**src/rtl/control_pkg.sv**
```systemverilog
// Shared definitions for the multi-cycle control unit.
// Holds the opcode and ALU-operation constants, the FSM state enum, the
// retirement-sequence enum and the packed control word that the decoder
// hands to the sequencing FSM.
package control_pkg;

  // Opcode field values
  localparam logic [5:0] OP_RTYPE = 6'd0;
  localparam logic [5:0] OP_ITYPE = 6'd1;
  localparam logic [5:0] OP_LW    = 6'd2;
  localparam logic [5:0] OP_SW    = 6'd3;
  localparam logic [5:0] OP_BCC   = 6'd4;
  localparam logic [5:0] OP_B     = 6'd5;
  localparam logic [5:0] OP_BL    = 6'd6;
  localparam logic [5:0] OP_JR    = 6'd7;
  localparam logic [5:0] OP_HALT  = 6'b111111;

  // ALU operation codes the control unit generates on its own
  localparam logic [4:0] ALU_ADD  = 5'b00001;
  localparam logic [4:0] ALU_PASS = 5'b11111;

  typedef enum logic [2:0] {
    S_IDLE,
    S_IF,
    S_ID,
    S_EX,
    S_MEM,
    S_WB,
    S_HALTED
  } state_e;

  // Which states an instruction walks through after ID; the last one
  // listed is the retire state that carries pc_en.
  typedef enum logic [1:0] {
    SEQ_EX,
    SEQ_EX_WB,
    SEQ_EX_MEM,
    SEQ_EX_MEM_WB
  } seq_e;

  typedef struct packed {
    logic [1:0] regDst;
    logic [1:0] memToReg;
    logic [4:0] aluOp;
    logic       aluSrc;
    logic       aluSel;
    logic       lblSel;
    logic       jumpAddr;
    logic       regWrite;
    logic       memRead;
    logic       memWrite;
    logic       branch;
    seq_e       seq;
  } ctrl_word_t;

endpackage

```
**src/rtl/control_decode.sv**
```systemverilog
// Combinational instruction decoder.
// Maps a latched opcode/func pair to a control word, a halt flag and an
// illegal-opcode flag. Strobe bits in the word only say which strobes the
// instruction uses; the FSM decides in which cycle they fire.
// Ports:
//   opcode_i  6-bit opcode field
//   func_i    5-bit func field
//   ctrl_o    decoded control word
//   halt_o    opcode is HALT
//   illegal_o opcode is not recognised
module control_decode
  import control_pkg::*;
(
  input  logic [5:0]  opcode_i,
  input  logic [4:0]  func_i,
  output ctrl_word_t  ctrl_o,
  output logic        halt_o,
  output logic        illegal_o
);

  // Unknown opcodes fall through to an all-zero word with a single-state
  // sequence, which retires them as a NOP.
  always_comb begin
    ctrl_o    = '0;
    ctrl_o.seq = SEQ_EX;
    halt_o    = 1'b0;
    illegal_o = 1'b0;
    case (opcode_i)
      OP_RTYPE, OP_ITYPE: begin
        ctrl_o.memToReg = 2'd2;
        ctrl_o.aluOp    = func_i;
        ctrl_o.aluSrc   = (opcode_i == OP_ITYPE);
        ctrl_o.aluSel   = (func_i[4:3] == 2'b11);
        ctrl_o.regWrite = 1'b1;
        ctrl_o.seq      = SEQ_EX_WB;
      end
      OP_LW: begin
        ctrl_o.regDst   = 2'd1;
        ctrl_o.memToReg = 2'd1;
        ctrl_o.aluSrc   = 1'b1;
        ctrl_o.aluOp    = ALU_ADD;
        ctrl_o.regWrite = 1'b1;
        ctrl_o.memRead  = 1'b1;
        ctrl_o.seq      = SEQ_EX_MEM_WB;
      end
      OP_SW: begin
        ctrl_o.aluSrc   = 1'b1;
        ctrl_o.aluOp    = ALU_ADD;
        ctrl_o.memWrite = 1'b1;
        ctrl_o.seq      = SEQ_EX_MEM;
      end
      OP_BCC: begin
        ctrl_o.branch   = 1'b1;
        ctrl_o.lblSel   = 1'b1;
        ctrl_o.aluOp    = ALU_PASS;
      end
      OP_B: begin
        ctrl_o.branch   = 1'b1;
      end
      OP_BL: begin
        ctrl_o.branch   = 1'b1;
        ctrl_o.regDst   = 2'd2;
        ctrl_o.memToReg = 2'd0;
        ctrl_o.regWrite = 1'b1;
        ctrl_o.seq      = SEQ_EX_WB;
      end
      OP_JR: begin
        ctrl_o.jumpAddr = 1'b1;
        ctrl_o.branch   = 1'b1;
      end
      OP_HALT: begin
        halt_o = 1'b1;
      end
      default: begin
        illegal_o = 1'b1;
      end
    endcase
  end

endmodule

```
**src/rtl/multicycle_control_unit.sv**
```systemverilog
// Multi-cycle control FSM for the single-issue datapath.
// Sequences IF/ID/EX/MEM/WB around 1-cycle-latency instruction and data
// BRAMs, drives every datapath control input and counts retired
// instructions. All outputs are registered: each is computed from the
// state being entered, so it is valid for the whole cycle of that state.
// Ports:
//   clk, rst            clock, synchronous active-high reset
//   start               leave IDLE and begin fetching
//   opcode, func        instruction fields, sampled at the end of ID
//   regDst..lblSel      control-word fields for the datapath
//   regWrite, memRead,
//   memWrite, branch    per-state strobes
//   pc_en, ir_en        PC load and instruction latch enables
//   busy, halted        FSM activity / HALT retired
//   illegal             sticky unknown-opcode flag
//   instr_count         retired-instruction counter (wraps)
module multicycle_control_unit
  import control_pkg::*;
#(
  parameter int CNT_W = 32
) (
  input  logic             clk,
  input  logic             rst,
  input  logic             start,
  input  logic [5:0]       opcode,
  input  logic [4:0]       func,
  output logic [1:0]       regDst,
  output logic             regWrite,
  output logic             memRead,
  output logic             memWrite,
  output logic [1:0]       memToReg,
  output logic [4:0]       ALUop,
  output logic             ALUsrc,
  output logic             ALUsel,
  output logic             branch,
  output logic             jumpAddr,
  output logic             lblSel,
  output logic             pc_en,
  output logic             ir_en,
  output logic             busy,
  output logic             halted,
  output logic             illegal,
  output logic [CNT_W-1:0] instr_count
);

  state_e     state_q, state_d;
  logic [5:0] opcode_q, opcode_d;
  logic [4:0] func_q, func_d;
  ctrl_word_t ctrl;
  logic       decHalt;
  logic       decIllegal;
  logic       inExec;
  logic       retire;

  // The instruction word is captured on the edge that leaves ID. The
  // decoder always looks at the value the latch will hold, so the word
  // registered into EX and held through WB never sees later input changes.
  always_comb begin
    opcode_d = opcode_q;
    func_d   = func_q;
    if (state_q == S_ID) begin
      opcode_d = opcode;
      func_d   = func;
    end
  end

  control_decode u_decode (
    .opcode_i  (opcode_d),
    .func_i    (func_d),
    .ctrl_o    (ctrl),
    .halt_o    (decHalt),
    .illegal_o (decIllegal)
  );

  // Next-state logic plus the retire condition of the state being entered.
  always_comb begin
    state_d = state_q;
    case (state_q)
      S_IDLE:   if (start) state_d = S_IF;
      S_IF:     state_d = S_ID;
      S_ID:     state_d = decHalt ? S_HALTED : S_EX;
      S_EX: begin
        case (ctrl.seq)
          SEQ_EX:     state_d = S_IF;
          SEQ_EX_WB:  state_d = S_WB;
          default:    state_d = S_MEM;
        endcase
      end
      S_MEM:    state_d = (ctrl.seq == SEQ_EX_MEM_WB) ? S_WB : S_IF;
      S_WB:     state_d = S_IF;
      S_HALTED: state_d = S_HALTED;
      default:  state_d = S_IDLE;
    endcase

    inExec = (state_d == S_EX) || (state_d == S_MEM) || (state_d == S_WB);
    retire = ((state_d == S_EX)  && (ctrl.seq == SEQ_EX))     ||
             ((state_d == S_MEM) && (ctrl.seq == SEQ_EX_MEM)) ||
             (state_d == S_WB);
  end

  // State, instruction latch and all registered outputs. Every strobe except
  // memRead fires only in the retire state, alongside pc_en; memRead covers
  // MEM and WB so the load data is still presented during writeback.
  always_ff @(posedge clk) begin
    if (rst) begin
      state_q     <= S_IDLE;
      opcode_q    <= '0;
      func_q      <= '0;
      regDst      <= '0;
      regWrite    <= 1'b0;
      memRead     <= 1'b0;
      memWrite    <= 1'b0;
      memToReg    <= '0;
      ALUop       <= '0;
      ALUsrc      <= 1'b0;
      ALUsel      <= 1'b0;
      branch      <= 1'b0;
      jumpAddr    <= 1'b0;
      lblSel      <= 1'b0;
      pc_en       <= 1'b0;
      ir_en       <= 1'b0;
      busy        <= 1'b0;
      halted      <= 1'b0;
      illegal     <= 1'b0;
      instr_count <= '0;
    end else begin
      state_q  <= state_d;
      opcode_q <= opcode_d;
      func_q   <= func_d;

      regDst   <= inExec ? ctrl.regDst   : 2'd0;
      memToReg <= inExec ? ctrl.memToReg : 2'd0;
      ALUop    <= inExec ? ctrl.aluOp    : 5'd0;
      ALUsrc   <= inExec && ctrl.aluSrc;
      ALUsel   <= inExec && ctrl.aluSel;
      lblSel   <= inExec && ctrl.lblSel;
      jumpAddr <= inExec && ctrl.jumpAddr;

      regWrite <= retire && ctrl.regWrite;
      memWrite <= retire && ctrl.memWrite;
      branch   <= retire && ctrl.branch;
      pc_en    <= retire;
      memRead  <= ctrl.memRead && ((state_d == S_MEM) || (state_d == S_WB));
      ir_en    <= (state_d == S_IF);

      busy     <= (state_d != S_IDLE) && (state_d != S_HALTED);
      halted   <= (state_d == S_HALTED);

      if ((state_q == S_ID) && decIllegal) begin
        illegal <= 1'b1;
      end
      if (retire) begin
        instr_count <= instr_count + CNT_W'(1);
      end
    end
  end

endmodule

```
**config.mk**
```make
export PLATFORM = sky130hd
export DESIGN_NAME = multicycle_control_unit
export DESIGN_NICKNAME = d
export VERILOG_FILES = /design/src/rtl/control_pkg.sv /design/src/rtl/control_decode.sv /design/src/rtl/multicycle_control_unit.sv
export SDC_FILE = /design/constraint.sdc
export NUM_CORES = 1
export LEC_CHECK = 0
export ABC_AREA = 1
export CAP_MARGIN = 20
export CORE_ASPECT_RATIO = 1.5
export CORE_MARGIN = 2
export CORE_UTILIZATION = 57
export CTS_CLUSTER_SIZE = 12
export DETAILED_ROUTE_END_ITERATION = 16
export PLACE_DENSITY = 0.85
export SYNTH_ARGS = -nofsm -noshare
export SYNTH_HDL_FRONTEND = slang
export SYNTH_HIERARCHICAL = 1
export SYNTH_SLANG_ARGS = --single-unit
export TNS_END_PERCENT = 10
```
**constraint.sdc**
```tcl
create_clock -name clk -period 6.21 [get_ports clk]
set_input_delay 0.621 -clock clk [delete_from_list [all_inputs] [get_ports clk]]
set_output_delay 0.621 -clock clk [all_outputs]
set_load 0.01 [all_outputs]
```
### Word level (Yosys, flattened, before mapping)

Cells that the tools add are included.

* input bits: 14
* word-level logic and storage cells: 95
* output and inout port bits: 54
* bits in registers: 68

* equal/unequal tests: 24
* bitwise logic cells: 1
* reduce and logical (&&, ||, !) cells: 28
* $add $sub $neg: 1
* multiplexer cells: 21

Operator list (number)
* $add 32x1->32 const B: 1
* $eq 6x3->1 const B: 4
* $pmux 3 s7: 1
* $eq 3x3->1 const B: 6
* $pmux 5 s3: 1
* $eq 6x2->1 const B: 2
* $logic_and 1x1->1: 12
* $eq 3x2->1 const B: 3
* $mux 1: 9
* $mux 3: 3
* $reduce_or 9->1: 1
* $pmux 2 s2: 2
* $reduce_or 4->1: 2
* $eq 2x2->1 const B: 3
* $eq 3x1->1 const B: 2
* $eq 6x1->1 const B: 1
* $eq 6x6->1 const B: 1
* $logic_not 6->1: 1
* $mux 6: 1
* $pmux 2 s3: 1
* $pmux 3 s2: 1
* $reduce_or 2->1: 3
* $logic_or 1x1->1: 5
* $mux 5: 1
* 8 further kinds: 8

### Longest topological paths before layout

* word-level depth: 13
* gate-level depth with buffers: 21
* mapped depth without buffers: 19

### By module

Netlist, hierarchy kept.

Modules (own cells, without submodules)
* multicycle_control_unit: area an instance 3469.6 µm², instances 1, seq. area each 1361.3 µm², cells an instance 529
* control_decode: area an instance 287.8 µm², instances 1, seq. area each 0.0 µm², cells an instance 49

### Worst setup path before layout

OpenSTA, ideal clock, no wires.

* path kind: register to register
* start point: reg state_q[1]
* end point: reg instr_count[5]
* setup time: 0.070 ns
* path buffers: 2
* arrival: 2.558 ns
* cell stages (with the launch flop): 21
* path slack: 3.582 ns
* data required time: 6.140 ns
* clock period less this slack: 2.628 ns
* cell sequence: dfxtp_1 inv_1 nor2_2 nand2_1 inv_1 buf_2 or2_2 inv_1 a21oi_1 inv_2 nor2_4 nand3_2 nand2_1 nor2_1 nand3b_1 nand2_1 nand2_4 nand2_4 buf_4 nand2_1 a21oi_1

RTL lines
* from (decl): RTL line multicycle_control_unit.sv:46 `state_e state_q, state_d;`
* from (signal assigned): RTL line multicycle_control_unit.sv:127 `state_q <= state_d;`
* to (signal assigned): RTL line multicycle_control_unit.sv:153 `instr_count <= instr_count + CNT_W'(1);`
* to (decl): RTL line multicycle_control_unit.sv:43 `output logic [CNT_W-1:0] instr_count`

==> reports/qor.yml <==
global_route:
  grt-ovfl-total: 0
  grt_first_pass_wirelength_um: 16260
  grt_usage_pct: 28.10
  grt_max_degree: 51
  grt_pass1_vias: 3763
  antenna_found_initial: 0
power:
  p_comb_share_pct: 24.9
  switchingPower_uw: 371.6
  pwr-share-clk_pct: 33.4
  p_int_uw: 745.8
  power_density_nw_per_um2: 242.5
  total_leakage_power_uw: 0.001819
  irDropWorstVdd_mv: 0.2197
  seq_power_share_pct: 41.6
  swShare_pct: 33.26
setup_path:
  r2r-end: "regWrite"
  r2r_start: "state_q[1]"
  reg2reg_slack_ps: 2350
  crit_path_end_kind: "flop"
  worst-path-buf-inv: 4
  path_max_fanout: 34
  max_stage_delay_ps: 580
  crit_slowest_cell: "inv_1"
  reg2regPathDepth: 18
  timing_worst_setup_path_type: "reg -> reg"
  crit_family: "simple AND/OR/NAND/NOR gates"
  critical_path.cell_chain: "inv_1 > nor2_2 > nand2_1 > inv_1 > or2_2 > inv_1 > a21oi_1 > inv_2 > nor2_4 > nand3_2 > nand2_1 > nor2_1 > nand3b_1 > nand2_1 > nand2_4 > nand2_4 > nand2_1 > nor2_1"
  cp.arrival_ps: 4150
  worst_ep_required_time_ps: 6500
  critPathLaunchType: "flop"
  cpMostUsedCell: "nand2_1"
run:
  max_cap_violations: 0
detailed_routing:
  wl_per_cell_um: 13.42
  vias_per_cell: 5.321
  first_pass_iters: 5
  num_vias: 3815
  dr.first_iter.drc_count: 316
  drc: 0
  ant_nets: 0
  wl_um: 9623
timing:
  slew_violations: 0
  fin_tns_setup_ps: 0
  clock_skew_ps: 13.74
  fmax_mhz: 258.9
  slew_headroom_pct: 42.08
  hold_violations: 0
  worst_pin_slew_ps: 863.1
  rsz0062_at_grt: "no"
  finalCritPeriodShare_pct: 62.20
  finalHoldWorstSlack_ps: 499.4
  setup_viol: 0
  fin_crit_ps: 3862
synth:
  yosysMostFrequentCell: "nand2_1"
  synth_top_area_share_pct: 36.23
  synthTopCellsByCount: "154 x nand2_1, 82 x nor2_1, 81 x inv_1"
  ys_seq_area_share_pct: 36.23
  ys.flop_type: "dfxtp_1"
  synth.ff_latch_count: 68
  ys.warnings.count: 6
  yosysUniqueCellTypes: 31
  async_reset_ff_share_pct: 0
  synth_cells: 578
  syn-num-nets: 593
  avgSynthCellArea_um2: 6.501
  syn_area_um2: 3757
  synth_top_cell_by_area: "dfxtp_1"
  synthTopCellsByArea: "dfxtp_1 36%, nand2_1 15%, nor2_1 8.2%"
  synth_edf_count: 0
finish:
  nFillCells: 527
  nNetsFinal: 651
  area_growth_pct: 22.61
  register_area_um2: 1361
  layout-drive-gt1-share_pct: 8.580
  multi_input_area_um2: 1959
  antenna_cells: 0
clocking:
  clk_latency_ps: 360
  cts_tree: "built"
  root_buffer: "clkbuf_8"
  hold_buffers: 0
  clk_path_buf_depth: 2
  numCtsBuffers: 9
  path_clk_slew_ps: 70
  htreeDepth: 3
  postCtsSetupBuffers: 0
  postCtsResizedCells: 0
  cts.sinks: 68
floorplan:
  dieArea_um2: 7270
  fp.dieW_um: 70.29
  start_util_pct: 58.33
  core_um2: 6441
  num_rows: 36
  die_height_um: 103.4
  io_pins: 68
status:
  status: "completed"
placed_design:
  hpwl_um: 6852
  globalplace.congestion: 0.9456
  portBuffers: 67
worst_hold_path:
  hold_end: "illegal"
  worstHoldStart: "illegal"
  hold_path_depth: 2
  hp-class: "reg -> reg"
cells by family (layout without fill, tap and decap cells):
| group | after synthesis | in the layout | share of synthesized area, % |
|---|---|---|---|
| AND/OR/NAND/NOR | 329 | 329 | 39.36 |
| buffers and inverters | 104 | 167 | 11.62 |
| flip-flops | 68 | 68 | 36.23 |
| AO/OA/AOI/OAI | 61 | 61 | 8.958 |
| XOR/XNOR | 15 | 15 | 3.496 |
| adder cells (fa/ha/maj) | 1 | 1 | 0.3329 |
stage by stage:
stage / total power [uW] / std cells / area, um2 / util [%] / setup WS (ps)
after floorplan: 688.5 / 578 / 3757 / - / 3582
after global placement: 738.9 / 701 / 4405 / 68.40 / 2519
after detailed placement: 746.6 / 701 / 4405 / 68.40 / 2392
after CTS: 1116 / 717 / 4607 / 71.52 / 2385
after global routing: 1172 / 717 / 4607 / 71.52 / 1922
final: 1117 / 717 / 4607 / 71.52 / 2348
power groups by stage:
stage                     clock [uW]  combinational [uW]  sequential (uW)
after floorplan                    0                 211              478
after global placement             0                 264              475
after detailed placement           0                 271              475
after CTS                        374                 276              465
after global routing             395                 310              467
final                            373                 279              465
placed cells by master (no fill, tap or decap), types with 10 or more instances in the layout:
master / netlist / routed
inv_1: 81 / 81
clkbuf_8: 0 / 10
nor2_1: 82 / 82
nand2_1: 154 / 154
xor2_1: 11 / 11
a21oi_1: 46 / 46
dfxtp_1: 68 / 68
or2_2: 11 / 11
clkdlybuf4s50_1: 0 / 67
nand3_1: 49 / 49
a211oi_1: 11 / 11
worst reg2reg max path, delay by kind of cell (launching register included):
kind	cells	cell delay, ps
AND/OR/NAND/NOR	13	2140
flip-flops	1	350
buffers and inverters	4	900
AO/OA/AOI/OAI	1	420
registers in the layout (all words and copies together) (netlist names), 2 cells and up:
name,count
regDst,2
state_q,3
ALUop,5
opcode_q,6
instr_count,32
func_q,5
memToReg,2
area by class of cell:
cell class / instances / area share [%]
multi-input cells: 406 / 42.53
clock buffers: 11 / 3.069
flip-flops and latches: 68 / 29.55
inverters: 83 / 6.763
clock inverters: 5 / 1.304
well taps: 76 / 2.064
repair buffers: 68 / 14.72
worst max path at each step:
| stage | from | end | slack (ps) | cells past startpoint |
|---|---|---|---|---|
| after floorplan | state_q[1] | instr_count[5] | 3580 | 20 |
| after global placement | state_q[1] | memWrite | 2520 | 17 |
| after detailed placement | state_q[1] | branch | 2390 | 17 |
| after CTS | state_q[1] | regWrite | 2390 | 17 |
| after global routing | state_q[1] | regWrite | 1920 | 17 |
| final | state_q[1] | regWrite | 2350 | 18 |
metal layers:
| metal | up-vias | track usage (%) | wire [um] |
|---|---|---|---|
| met5 | - | 0 | 0 |
| met4 | 0 | 18.20 | 555 |
| met3 | 47 | 4.942 | 369 |
| li1 | 1907 | - | - |
| met2 | 123 | 53.12 | 5165 |
| met1 | 1738 | 28.21 | 3532 |
(Power assumes the default switching activity.)
